[src/rtl/store_grid_pkg.sv]
// Shared types and helpers for the store_grid storage array.
package store_grid_pkg;

  typedef enum logic {
    RD_IDLE  = 1'b0,
    RD_SHIFT = 1'b1
  } rd_state_e;

  // Flat bit position of the cell at (row r, column c).
  function automatic int cell_idx(input int r, input int c, input int cols);
    return r * cols + c;
  endfunction

endpackage

[src/rtl/store_grid_serializer.sv]
// Snapshot-based serial readout of the parallel array contents.
//
// state    | meaning
// ---------+------------------------------------------------------------
// RD_IDLE  | waiting for rd_start; snapshot loads on the accepting edge
// RD_SHIFT | one snapshot bit per cycle, index 0 first; done on the last
module store_grid_serializer
  import store_grid_pkg::*;
#(
  parameter  int N  = 4,
  localparam int IW = (N > 1) ? $clog2(N) : 1
) (
  input  logic         clk,
  input  logic         rst_n,
  input  logic         rd_start,
  input  logic [N-1:0] pdat,
  output logic         rd_busy,
  output logic         rd_valid,
  output logic         rd_bit,
  output logic         rd_done
);

  localparam logic [IW-1:0] IDX_LAST = IW'(N - 1);

  rd_state_e     state_q, state_d;
  logic [N-1:0]  snap_q;
  logic [IW-1:0] idx_q;
  logic          last;

  assign last     = (idx_q == IDX_LAST);
  assign rd_valid = rd_busy;

  // Next-state and decoded status outputs.
  always_comb begin
    state_d = state_q;
    rd_busy = 1'b0;
    rd_done = 1'b0;
    case (state_q)
      RD_IDLE: begin
        if (rd_start) state_d = RD_SHIFT;
      end
      RD_SHIFT: begin
        rd_busy = 1'b1;
        if (last) begin
          rd_done = 1'b1;
          state_d = RD_IDLE;
        end
      end
      default: state_d = RD_IDLE;
    endcase
  end

  // State, snapshot, index and the registered serial bit (pre-fetched one cycle ahead).
  always_ff @(posedge clk or negedge rst_n) begin
    if (!rst_n) begin
      state_q <= RD_IDLE;
      snap_q  <= '0;
      idx_q   <= '0;
      rd_bit  <= 1'b0;
    end else begin
      state_q <= state_d;
      if (state_q == RD_IDLE) begin
        if (rd_start) begin
          snap_q <= pdat;
          idx_q  <= '0;
          rd_bit <= pdat[0];
        end
      end else if (last) begin
        idx_q  <= '0;
        rd_bit <= 1'b0;
      end else begin
        idx_q  <= idx_q + IW'(1);
        rd_bit <= snap_q[idx_q + IW'(1)];
      end
    end
  end

endmodule

[src/rtl/store_grid.sv]
// ROWSxCOLS flop array with column capture, sync clear, sticky address error and serial readout.
module store_grid
  import store_grid_pkg::*;
#(
  parameter  int ROWS = 2,
  parameter  int COLS = 2,
  localparam int N    = ROWS * COLS,
  localparam int CW   = $clog2(COLS)
) (
  input  logic            clk,
  input  logic            rst_n,
  input  logic [ROWS-1:0] dat,
  input  logic            cap_en,
  input  logic [CW-1:0]   cap_col,
  input  logic            clear,
  output logic [N-1:0]    out,
  output logic            err,
  input  logic            rd_start,
  output logic            rd_busy,
  output logic            rd_valid,
  output logic            rd_bit,
  output logic            rd_done
);

  logic [N-1:0] cells_q, cells_d;
  logic         col_ok;

  assign col_ok = (int'(cap_col) < COLS);
  assign out    = cells_q;

  // Next array contents: clear wins over capture; an out-of-range column writes nothing.
  always_comb begin
    cells_d = cells_q;
    if (clear) begin
      cells_d = '0;
    end else if (cap_en && col_ok) begin
      for (int r = 0; r < ROWS; r++) begin
        for (int c = 0; c < COLS; c++) begin
          if (c == int'(cap_col)) cells_d[cell_idx(r, c, COLS)] = dat[r];
        end
      end
    end
  end

  // Cell array and sticky error flag.
  always_ff @(posedge clk or negedge rst_n) begin
    if (!rst_n) begin
      cells_q <= '0;
      err     <= 1'b0;
    end else begin
      cells_q <= cells_d;
      if (clear)                 err <= 1'b0;
      else if (cap_en && !col_ok) err <= 1'b1;
    end
  end

  store_grid_serializer #(.N(N)) u_ser (
    .clk      (clk),
    .rst_n    (rst_n),
    .rd_start (rd_start),
    .pdat     (cells_q),
    .rd_busy  (rd_busy),
    .rd_valid (rd_valid),
    .rd_bit   (rd_bit),
    .rd_done  (rd_done)
  );

endmodule
[config.mk]
export PLATFORM = sky130hd
export DESIGN_NAME = store_grid
export DESIGN_NICKNAME = d
export VERILOG_FILES = /design/src/rtl/store_grid_pkg.sv /design/src/rtl/store_grid_serializer.sv /design/src/rtl/store_grid.sv
export SDC_FILE = /design/constraint.sdc
export NUM_CORES = 1
export LEC_CHECK = 0
export ABC_CLOCK_PERIOD_IN_PS = 1400
export CAP_MARGIN = 15
export CELL_PAD_IN_SITES_DETAIL_PLACEMENT = 1
export CELL_PAD_IN_SITES_GLOBAL_PLACEMENT = 2
export CORE_MARGIN = 2
export CORE_UTILIZATION = 24
export DETAILED_ROUTE_END_ITERATION = 8
export GPL_TIMING_DRIVEN = 0
export PLACE_DENSITY = 0.69
export SYNTH_ARGS = -nofsm -noshare
export SYNTH_HDL_FRONTEND = slang
export SYNTH_SLANG_ARGS = --single-unit
[constraint.sdc]
create_clock -name clk -period 1.4 [get_ports clk]
set_clock_uncertainty 0.15 [all_clocks]
set_input_delay 0.14 -clock clk [delete_from_list [all_inputs] [get_ports clk]]
set_output_delay 0.14 -clock clk [all_outputs]
set_load 0.05 [all_outputs]
==> summary.md, run 1 <==
| Metric | Value |
|---|---|
| Clk slew on worst S/H paths | around 70 ps |
| Critical Path Start Type | register |
| Hold Crit Class | in2async |
| DRT Pass-1 Iters | 2 |
| Fillers | approximately 270 |
| Htree depth | 1 |
| Synthesized area | about 540 um^2 |
| CP max FO | 2 |
| Worst slew pin tran | approximately 520 ps |
| Detail-routed via count per cell | 4.398 |
| DRC viols | 0 |
| Nets | 80 |
| CTS Root Cell | clkbuf_4 |
| Fin crit share | 1.031 |
| Die span in x | between 50 and 60 um |
| Buf+Inv Stages, Crit Path | 1 |
| Vias in the first global route | between 400 and 500 |
| Synth Instances | 47 |
| Critical Path End Type | primary output |
| VDD IR max | just under 800 uV |
| Worst skew pair latency | 270 ps |
| Relative slew slack | 0.6541 |
| # Max-Cap Violations | 0 |
| Largest net degree at the start of global routing | 13 |
| Register Area | 302.8 um^2 |
| GRT Util Overall | 0.1028 |
| Core area | around 2200 um^2 |
| Syn_nets | 56 |
| GRT Residual Overflow | 0 |
| Net Sw Frac | 0.3636 |
| Final slew viol count | 0 |
| Chip height | 51.51 um |
| Cell variety after synth | 19 |
| Sequential Power Share | 0.345 |
| Final RePlAce weighted congestion | around 0.67 |
| Critical path type | reg2out |
| Initial antenna violation count | 0 |
| CP top delay family | flip-flops |
| FP Rows | 17 |
| Critical Path, Cell by Cell | ha_4, and2_4, buf_8 |
| Final Critical Period | ~1400 ps |
| Routed Antenna Nets | 0 |
| Internal | between 0.9 and 1 mW |
| Worst path arrival time | 1150 ps |
| Initial Util | 0.2497 |
| Most common cell after layout, fill and taps aside | dfrtp_1 |
| Syn Area/Cell | between 10 and 15 um^2 |
| CTS tree | done |
| IO Pins | 17 |
| Wire per inst | roughly 12 um |
| ANT cells | 0 |
| Placed wire-length estimate | approximately 880 um |
| RSZ-0062 raised after global routing | yes |
| Asr flop ratio synth | 1.000 |
| Most common flop cell mapped by yosys | dfrtp_1 |
| Psw | 0.5541 mW |
| Total number of vias | 431 |
| Register area share after synthesis | 0.5543 |
| First-pass GRT wire length | 1945 um |
| Slowest CP cell | dfrtp_2 |
| Commonest non-fill, non-tap cells in the layout | dfrtp_1, buf_4, clkdlybuf4s50_1, nand2_1, clkdlybuf4s15_2 |
| Critical Path RT | between 1000 and 1500 ps |
| Total die area | 2653 um^2 |
| Failing checks | negative setup slack |
| Synth warn | 0 |
| P_leak | ~0.37 nW |
| Clock network power share | 0.176 |
| Combinational share of power | 0.478 |
| Clock sinks | 12 |
| CTS Buffer Depth | 2 |
| Area of the multi-input gates | 250.2 um^2 |
| Finished Layout Cells | 98 |
| Final Hold Slack | roughly 60 ps |
| Max incr delay on CP | about 420 ps |
| Final wirelength | 1157 um |
| Status | complete, but fails checks |
| DP Cell Count | 90 |
| Port bufs | 15 |
| Pwr/cell area | 1843 nW/um^2 |
| Final setup violating endpoints | 2 |
| Initial DRC Count | 2 |
| Max Clk Rate | a little under 700 MHz |
| EDFF count, synth | 0 |
| Final Hold Vio Count | 0 |
| Flop and latch count out of synthesis | 12 |
| TritonCTS Buffers | 3 |
| Share of cells above drive strength 1 | 0.4143 |
| Layout area overhead | 52.66% |
| Final setup margin | -43.01 ps |
[logic make-up after synthesis]
group,count (synthesis),share of synthesized area
DFF,12,0.5543
other,1,0.006922
and+or+nand+nor,15,0.1386
muxes,8,0.1570
buffers and inverters,3,0.03463
adders and majority gates,1,0.02309
AOI/OAI and AO/OA,7,0.08544
[synthesized netlist by cell type (2+ instances only)]
cell type,number,area [um^2]
nor2_1,3,11.26
nand3_1,2,10.01
nand2b_1,2,12.51
dfrtp_1,12,300.3
buf_4,2,15.01
a21oi_1,3,15.01
nand2_1,5,18.77
mux2_2,4,45.04
mux2i_1,4,40.04
[power groups by stage]
stage | Clock, mW | Sequential (mW) | Combinational (mW)
finish | 0.269 | 0.526 | 0.729
global route | 0.302 | 0.541 | 0.789
CTS | 0.287 | 0.533 | 0.621
detailed placement | 0 | 0.556 | 0.574
global placement | 0 | 0.551 | 0.565
floorplan | 0 | 0.599 | 0.346
[area by class of cell]
cell class,count,share of cell area
Sequential cell,12,0.3661
Clock buffer,4,0.04387
Inverter,1,0.004539
Tap cell,28,0.04236
Multi-Input combinational cell,32,0.3026
Timing Repair Buffer,19,0.2224
Buffer,2,0.01815
[routing by layer]
| metal | wire length (um) | global-route usage | vias to the layer above |
|---|---|---|---|
| met5 | 0 | 0 | - |
| met2 | 613 | 0.1731 | 14 |
| met1 | 441 | 0.1040 | 207 |
| li1 | - | - | 208 |
| met3 | 86 | 0.03448 | 2 |
| met4 | 15 | 0.07895 | 0 |
[state kept, by name, indices dropped and copies added, names as in the netlist]
register / cells
u_ser.rd_bit: 1
u_ser.idx_q: 2
out: 4
u_ser.state_q: 1
u_ser.snap_q: 4
[stage by stage]
| stage | power [mW] | utilization | instance area [um^2] | setup WS [ps] | setup TNS (ps) |
|---|---|---|---|---|---|
| finish | 1.524 | 0.3812 | 827.0 | -43.01 | -47.71 |
| global route | 1.632 | 0.3812 | 827.0 | -85.16 | -133.9 |
| CTS | 1.442 | 0.3639 | 789.5 | -63.84 | -95.26 |
| detailed placement | 1.130 | 0.3420 | 742.0 | -481.8 | -1916 |
| global placement | 1.115 | 0.3420 | 742.0 | -468.9 | -1835 |
| floorplan | 0.9451 | - | 556.8 | 2.946 | 0 |
[timing repair]
item,4_1_cts,5_1_grt
endpoints found under the setup margin,9,3
pin swaps,1,1
resized for setup,35,4
hold buffers,0,0
cloned,0,0
buffers inserted,1,3
[worst paths after layout]
check	from	end	slack [ps]	cells past startpoint
setup / recovery	u_ser.idx_q[0]$_DFFE_PN0P_	rd_done	-40	3
setup reg to reg	u_ser.idx_q[0]$_DFFE_PN0P_	u_ser.rd_bit$_DFFE_PN0P_	0	4
min in group clk	dat[0]	out[0]$_DFFE_PN0P_	320	3
hold reg to reg	u_ser.snap_q[1]$_DFFE_PN0P_	u_ser.snap_q[1]$_DFFE_PN0P_	360	1
hold / removal	rst_n	u_ser.snap_q[3]$_DFFE_PN0P_	60	1
max in group asynchronous	rst_n	u_ser.state_q$_DFF_PN0_	670	1
(Power assumes the default switching activity.)
==> run 2, diff against run 1 <==
--- a/config.mk
+++ b/config.mk
@@ -10,10 +10,11 @@
 export CELL_PAD_IN_SITES_DETAIL_PLACEMENT = 1
 export CELL_PAD_IN_SITES_GLOBAL_PLACEMENT = 2
 export CORE_MARGIN = 2
-export CORE_UTILIZATION = 24
+export CORE_UTILIZATION = 26
+export CTS_BUF_LIST = sky130_fd_sc_hd__clkbuf_4
 export DETAILED_ROUTE_END_ITERATION = 8
 export GPL_TIMING_DRIVEN = 0
-export PLACE_DENSITY = 0.69
+export PLACE_DENSITY = 0.74
 export SYNTH_ARGS = -nofsm -noshare
 export SYNTH_HDL_FRONTEND = slang
 export SYNTH_SLANG_ARGS = --single-unit
==> summary.md, run 2 (synthesis results as in run 1) <==
| Metric | Value |
|---|---|
| CP max FO | 2 (unchanged) |
| Failing checks | negative setup slack (unchanged) |
| Initial Util | 0.2761 (was 0.2497) |
| GRT Residual Overflow | 0 (unchanged) |
| Layout area overhead | 42.96% (was 52.66%) |
| Critical Path RT | 1110 ps (about the same) |
| Vias in the first global route | 451 (was 460) |
| Buf+Inv Stages, Crit Path | 1 (unchanged) |
| Finished Layout Cells | 94 (was 98) |
| Final Critical Period | 1453 ps (was 1443 ps) |
| GRT Util Overall | 0.1123 (was 0.1028) |
| TritonCTS Buffers | 3 (unchanged) |
| # Max-Cap Violations | 0 (unchanged) |
| Pwr/cell area | 1767 nW/um^2 (was 1843 nW/um^2) |
| DRT Pass-1 Iters | 2 (unchanged) |
| CTS tree | done (unchanged) |
| Largest net degree at the start of global routing | 13 (unchanged) |
| Final Hold Vio Count | 0 (unchanged) |
| Wire per inst | 12.09 um (was 11.81 um) |
| CTS Buffer Depth | 2 (unchanged) |
| Critical path type | reg2out (unchanged) |
| P_leak | 0.3467 nW (was 0.3707 nW) |
| Final slew viol count | 0 (unchanged) |
| DRC viols | 0 (unchanged) |
| Critical Path End Type | primary output (unchanged) |
| Slowest CP cell | dfrtp_1 (was dfrtp_2) |
| IO Pins | 17 (unchanged) |
| ANT cells | 0 (unchanged) |
| DP Cell Count | 89 (was 90) |
| Worst slew pin tran | 537.7 ps (was 517.3 ps) |
| Max incr delay on CP | 420 ps (about the same) |
| Critical Path, Cell by Cell | ha_4, and2_4, buf_8 (unchanged) |
| Final setup violating endpoints | 2 (unchanged) |
| Fin crit share | 1.038 (was 1.031) |
| CTS Root Cell | clkbuf_4 (unchanged) |
| CP top delay family | flip-flops (unchanged) |
| Commonest non-fill, non-tap cells in the layout | dfrtp_1, clkdlybuf4s50_1, nand2_1 (was dfrtp_1, buf_4, clkdlybuf4s50_1, nand2_1, clkdlybuf4s15_2) |
| Chip height | 49.65 um (was 51.51 um) |
| Detail-routed via count per cell | 4.617 (was 4.398) |
| Routed Antenna Nets | 0 (unchanged) |
| FP Rows | 16 (was 17) |
| Critical Path Start Type | register (unchanged) |
| Post-layout util | 0.3948 (was 0.3812) |
| Relative slew slack | 0.6404 (was 0.6541) |
| VDD IR max | 702.8 uV (was 781.8 uV) |
| RSZ-0062 raised after global routing | yes (unchanged) |
| Initial antenna violation count | 0 (unchanged) |
| Total number of vias | 434 (was 431) |
| Worst skew pair latency | 270 ps (about the same) |
| Total die area | 2465 um^2 (was 2653 um^2) |
| Die span in x | 49.65 um (was 51.51 um) |
| Status | complete, but fails checks (unchanged) |
| Initial DRC Count | 2 (unchanged) |
| Final wirelength | 1136 um (was 1157 um) |
| First-pass GRT wire length | 1952 um (was 1945 um) |
| Reg2Reg Setup Slack | -10 ps (was 0 ps) |
| Final setup margin | -52.74 ps (was -43.01 ps) |
| Nets | 77 (was 80) |
| Clk slew on worst S/H paths | 70 ps (about the same) |
| Port bufs | 15 (unchanged) |
| Core area | 1962 um^2 (was 2170 um^2) |
| Worst path arrival time | 1160 ps (was 1150 ps) |
| Placed wire-length estimate | 892.6 um (was 883.6 um) |
| Share of cells above drive strength 1 | 0.3433 (was 0.4143) |
| Most common cell after layout, fill and taps aside | dfrtp_1 (unchanged) |
| Hold Crit Class | in2async (unchanged) |
| Max Clk Rate | 688.4 MHz (was 693.0 MHz) |
| Htree depth | 1 (unchanged) |
| Clock sinks | 12 (unchanged) |
| Final RePlAce weighted congestion | 0.6933 (was 0.6720) |
| Number of hold buffers added after CTS | 0 (unchanged) |
run 2: changes by cell type in the layout (fill, tap and decap cells not counted):
| cell | previous run | this run |
|---|---|---|
| buf_4 | 7 | 4 |
| buf_2 | 1 | 2 |
| clkbuf_8 | 1 | 0 |
| clkdlybuf4s15_2 | 5 | 4 |
| clkinv_1 | 0 | 1 |
| nand2b_1 | 1 | 2 |
| nand2b_4 | 1 | 0 |
| o31ai_1 | 0 | 1 |
| o31ai_2 | 1 | 0 |
run 2: layer usage:
layer  track usage  vias to the layer above  wire length (um)
met5             0                        -                 0
met4       0.09722                        0                38
met3       0.04242                        4                63
met2        0.1911                       15               589
met1        0.1038                      213               444
li1              -                      202                 -
run 2: power by group:
part           switching [mW]  leakage, nW  internal [mW]
clock                   0.110       0.0154          0.103
combinational           0.332        0.176          0.294
sequential             0.0818        0.155          0.448
run 2: final timing paths:
path                                        startpoint                           to  depth (start not counted)
max                         u_ser.idx_q[1]$_DFFE_PN0P_                      rd_done                          3
min                                              rst_n   u_ser.idx_q[1]$_DFFE_PN0P_                          1
max reg2reg                 u_ser.idx_q[1]$_DFFE_PN0P_     u_ser.rd_bit$_DFFE_PN0P_                          4
min reg2reg                u_ser.snap_q[3]$_DFFE_PN0P_  u_ser.snap_q[3]$_DFFE_PN0P_                          1
max in group asynchronous                        rst_n      u_ser.state_q$_DFF_PN0_                          1
min in group clk                                dat[1]           out[3]$_DFFE_PN0P_                          3
run 2: metrics by stage:
step	setup WS [ps]	total power, mW	hold slack [ps]	setup TNS (ps)	cell area (um^2)
global route	-95.68	1.475	85.80	-166.3	774.5
CTS	-60.08	1.392	92.70	-73.58	778.2
detailed placement	-479.0	1.142	350.3	-1807	740.7
global placement	-465.9	1.115	340.9	-1815	740.7
finish	-52.74	1.368	63.74	-61.88	774.5
floorplan	2.946	0.9451	-305.6	0	556.8
run 2: cell type report:
cell class              count  area, um^2
flip-flops and latches     12       302.8
fillers                   240        1187
clock inverters             1       3.754
inverters                   1       3.754
plain buffers               2       15.01
repair buffers             16       155.1
clock buffers               3       22.52
well taps                  27       33.78
multi-input cells          32       237.7
run 2: worst register-to-register path, stage by stage, from the launching register on:
cell and delay, ps:
dfrtp_1 420, ha_4 170, nand2b_1 180, o32a_1 340, o31ai_1 60
run 2: repair_timing:
action	4_1_cts	5_1_grt
endpoints found under the hold margin	0	0
pin swaps	0	1
endpoints found under the setup margin	9	4
buffers inserted	1	0
resized for setup	35	4
==> run 3, diff against run 2 <==
--- a/config.mk
+++ b/config.mk
@@ -5,16 +5,17 @@
 export SDC_FILE = /design/constraint.sdc
 export NUM_CORES = 1
 export LEC_CHECK = 0
+export ABC_AREA = 1
 export ABC_CLOCK_PERIOD_IN_PS = 1400
 export CAP_MARGIN = 15
 export CELL_PAD_IN_SITES_DETAIL_PLACEMENT = 1
 export CELL_PAD_IN_SITES_GLOBAL_PLACEMENT = 2
 export CORE_MARGIN = 2
-export CORE_UTILIZATION = 26
+export CORE_UTILIZATION = 24
 export CTS_BUF_LIST = sky130_fd_sc_hd__clkbuf_4
 export DETAILED_ROUTE_END_ITERATION = 8
 export GPL_TIMING_DRIVEN = 0
-export PLACE_DENSITY = 0.74
+export PLACE_DENSITY = 0.75
 export SYNTH_ARGS = -nofsm -noshare
 export SYNTH_HDL_FRONTEND = slang
 export SYNTH_SLANG_ARGS = --single-unit
==> summary.md, run 3 <==
| Metric | Value |
|---|---|
| P_leak | 0.4150 nW (was 0.3467 nW) |
| Most common cell in the netlist | nand2_1 (was dfrtp_1) |
| Critical path origin | u_ser.idx_q[0]$_DFFE_PN0P_ (was u_ser.idx_q[1]$_DFFE_PN0P_) |
| Critical Path Start Type | register (unchanged) |
| GRT Util Overall | 0.1103 (was 0.1123) |
| Worst reg-to-reg path cell count | 6 (was 4) |
| Register area share after synthesis | 0.5053 (was 0.5543) |
| Wire per inst | 10.30 um (was 12.09 um) |
| Die span in x | 53.76 um (was 49.65 um) |
| Final wirelength | 1318 um (was 1136 um) |
| Number of hold buffers added after CTS | 0 (unchanged) |
| Fin crit share | 1.057 (was 1.038) |
| Grt peak-use layer | met2 (unchanged) |
| Psw | 0.7503 mW (was 0.5237 mW) |
| Cell depth of the worst setup path | 4 (was 3) |
| Final slew viol count | 0 (unchanged) |
| First-pass GRT wire length | 2166 um (was 1952 um) |
| Post-synth top cells | nand2_1, inv_1, dfrtp_1 (was dfrtp_1, nand2_1, mux2_2, mux2i_1) |
| Htree depth | 1 (unchanged) |
| DRC viols | 0 (unchanged) |
| Synth Instances | 76 (was 47) |
| Syn_nets | 85 (was 56) |
| EDFF count, synth | 0 (unchanged) |
| Design Area, Final | 863.3 um^2 (was 774.5 um^2) |
| Largest net degree at the start of global routing | 13 (unchanged) |
| Relative slew slack | 0.6120 (was 0.6404) |
| Hold Crit Class | in2async (unchanged) |
| Reg2Reg Setup Slack | 130 ps (was -10 ps) |
| Clk slew on worst S/H paths | 80 ps (was 70 ps) |
| Final Critical Period | 1480 ps (was 1453 ps) |
| R2r startpoint | u_ser.idx_q[0]$_DFFE_PN0P_ (was u_ser.idx_q[1]$_DFFE_PN0P_) |
| Clock network power share | 0.150 (was 0.156) |
| Final Hold Vio Count | 0 (unchanged) |
| Final setup margin | -79.68 ps (was -52.74 ps) |
| Chip height | 53.76 um (was 49.65 um) |
| Global Route met2 Usage | 0.1972 (was 0.1911) |
| Top post-synthesis cells by area | dfrtp_1, nand2_1, inv_1 (was dfrtp_1, mux2_2, mux2i_1) |
| Initial DRC Count | 2 (unchanged) |
| Net Sw Frac | 0.4435 (was 0.3828) |
| Share of the synthesized area in the top cell type | 0.5053 (was 0.5543) |
| ANT cells | 0 (unchanged) |
| CP max FO | 2 (unchanged) |
| Commonest non-fill, non-tap cells in the layout | nand2_1, inv_1, dfrtp_1, o21ai_0, clkdlybuf4s50_1 (was dfrtp_1, clkdlybuf4s50_1, nand2_1) |
| Worst path arrival time | 1190 ps (was 1160 ps) |
| Yosys top cell by area | dfrtp_1 (unchanged) |
| Buf+Inv Stages, Crit Path | 2 (was 1) |
| Final setup violating endpoints | 1 (was 2) |
| Fillers | 292 (was 240) |
| Critical Path RT | 1110 ps (about the same) |
| Layout area overhead | 45.26% (was 42.96%) |
| Total die area | 2890 um^2 (was 2465 um^2) |
| Slowest CP cell | dfrtp_1 (unchanged) |
| Clock sinks | 12 (unchanged) |
| Share of cells above drive strength 1 | 0.2551 (was 0.3433) |
| Global-route met1 utilization | 0.1123 (was 0.1038) |
| Failing checks | negative setup slack (unchanged) |
| DRT Pass-1 Iters | 2 (unchanged) |
| Synthesized area | 594.3 um^2 (was 541.8 um^2) |
| Synth warn | 0 (unchanged) |
| Placed wire-length estimate | 1025 um (was 892.6 um) |
| Initial antenna violation count | 0 (unchanged) |
| Critical R2R Capture | u_ser.rd_bit$_DFFE_PN0P_ (unchanged) |
| Asr flop ratio synth | 1.000 (unchanged) |
| CTS Root Cell | clkbuf_4 (unchanged) |
| Flop and latch count out of synthesis | 12 (unchanged) |
| Total number of vias | 548 (was 434) |
| Pre-CTS WS | -531.9 ps (was -479.0 ps) |
| Max Clk Rate | 675.8 MHz (was 688.4 MHz) |
| Sequential Power Share | 0.319 (was 0.387) |
| Routed Antenna Nets | 0 (unchanged) |
| IO Pins | 17 (unchanged) |
| Detail-routed via count per cell | 4.281 (was 4.617) |
| GRT Residual Overflow | 0 (unchanged) |
| RSZ-0062 raised after global routing | yes (unchanged) |
| Port bufs | 15 (unchanged) |
| Max incr delay on CP | 420 ps (about the same) |
| Worst skew pair latency | 280 ps (was 270 ps) |
| Pwr/cell area | 1959 nW/um^2 (was 1767 nW/um^2) |
| Nets | 108 (was 77) |
| Combinational share of power | 0.531 (was 0.457) |
| Status | complete, but fails checks (unchanged) |
| CTS tree | done (unchanged) |
| Cell variety after synth | 14 (was 19) |
| CTS Buffer Depth | 2 (unchanged) |
| Internal | 0.9413 mW (was 0.8446 mW) |
| TritonCTS Buffers | 3 (unchanged) |
| Most common cell after layout, fill and taps aside | nand2_1 (was dfrtp_1) |
| Vias in the first global route | 544 (was 451) |
| VDD IR max | 979.2 uV (was 702.8 uV) |
| Worst slew pin tran | 580.2 ps (was 537.7 ps) |
| Critical Path, Cell by Cell | ha_4, nand2_4, clkinvlp_4, buf_8 (was ha_4, and2_4, buf_8) |
| Core area | 2410 um^2 (was 1962 um^2) |
| # Max-Cap Violations | 0 (unchanged) |
| Routing usage on met3 | 0.02500 (was 0.04242) |
| Critical Path End Type | primary output (unchanged) |
| Final RePlAce weighted congestion | 0.7740 (was 0.6933) |
| Initial Util | 0.2466 (was 0.2761) |
| Critical path type | reg2out (unchanged) |
| Dpl cell area | 789.5 um^2 (was 740.7 um^2) |
| Most common flop cell mapped by yosys | dfrtp_1 (unchanged) |
| FP Rows | 18 (was 16) |
| Syn Area/Cell | 7.820 um^2 (was 11.53 um^2) |
| CP top delay family | flip-flops (unchanged) |
[run 3: changes by cell type in the layout (fill, tap and decap cells not counted), moves of 2 or more]
| cell | change |
|---|---|
| nand2b_1 | -2 |
| nand2_1 | +13 |
| buf_4 | +2 |
| inv_1 | +14 |
| nor2_1 | +3 |
| mux2i_1 | -4 |
| o21ai_0 | +10 |
| mux2_2 | -4 |
| inv_2 | +2 |
[run 3: how the worst max path moves through the flow]
stage | to | slack [ps]
after global placement | rd_done | -530
final | rd_done | -80
after global routing | rd_done | -140
after detailed placement | rd_done | -530
after CTS | rd_done | -100
after floorplan | u_ser.state_q$_DFF_PN0_ | 40
[run 3: metrics by stage]
step                      utilization  power (mW)  hold WS, ps  instances  setup TNS [ps]
after floorplan                     -       1.128       -305.6         76               0
after global placement         0.3276       1.347        320.1        121          -888.6
after detailed placement       0.3276       1.363        323.7        121          -895.5
after CTS                      0.3531       1.685        102.1        127          -98.39
after global routing           0.3583       1.828        117.8        128          -137.0
final                          0.3583       1.692        76.33        128          -79.68
[run 3: area by class of cell]
| cell class | count | area [um^2] | area share |
|---|---|---|---|
| flip-flops and latches | 12 | 301.5 | 0.3493 |
| multi-input cells | 44 | 231.5 | 0.2681 |
| repair buffers | 18 | 176.4 | 0.2043 |
| inverters | 18 | 71.32 | 0.08261 |
| well taps | 30 | 37.54 | 0.04348 |
| clock buffers | 4 | 30.03 | 0.03478 |
| plain buffers | 2 | 15.01 | 0.01739 |
[run 3: timing repair]
action | CTS | global route
pin swaps | 1 | 2
buffers inserted | 2 | 1
endpoints found under the hold margin | 0 | 0
endpoints found under the setup margin | 8 | 2
resized for setup | 32 | 5
[run 3: per-layer routing]
metal | vias up | wire [um]
met5 | - | 0
met4 | 0 | 15
met3 | 2 | 69
met2 | 14 | 692
met1 | 262 | 540
li1 | 270 | -
[run 3: power groups by stage]
stage / registers [mW] / logic (mW) / clock network [mW]
final: 0.539 / 0.899 / 0.253
after global routing: 0.554 / 0.993 / 0.282
after CTS: 0.537 / 0.876 / 0.272
after detailed placement: 0.540 / 0.823 / 0
after global placement: 0.538 / 0.809 / 0
after floorplan: 0.636 / 0.492 / 0
[run 3: cells by family after synthesis]
logic type / count (synthesis) / synth area share
and+or+nand+nor: 29 / 0.2190
buffers and inverters: 20 / 0.1389
AOI/OAI and AO/OA: 13 / 0.1095
DFF: 12 / 0.5053
adders and majority gates: 1 / 0.02105
other: 1 / 0.006310
[run 3: worst reg2reg max path, cell delays in order (launching register included)]
cell	delay, ps
dfrtp_1	420
ha_4	250
inv_1	70
nand3_1	70
nand2_1	60
nand2_1	50
a21oi_1	130
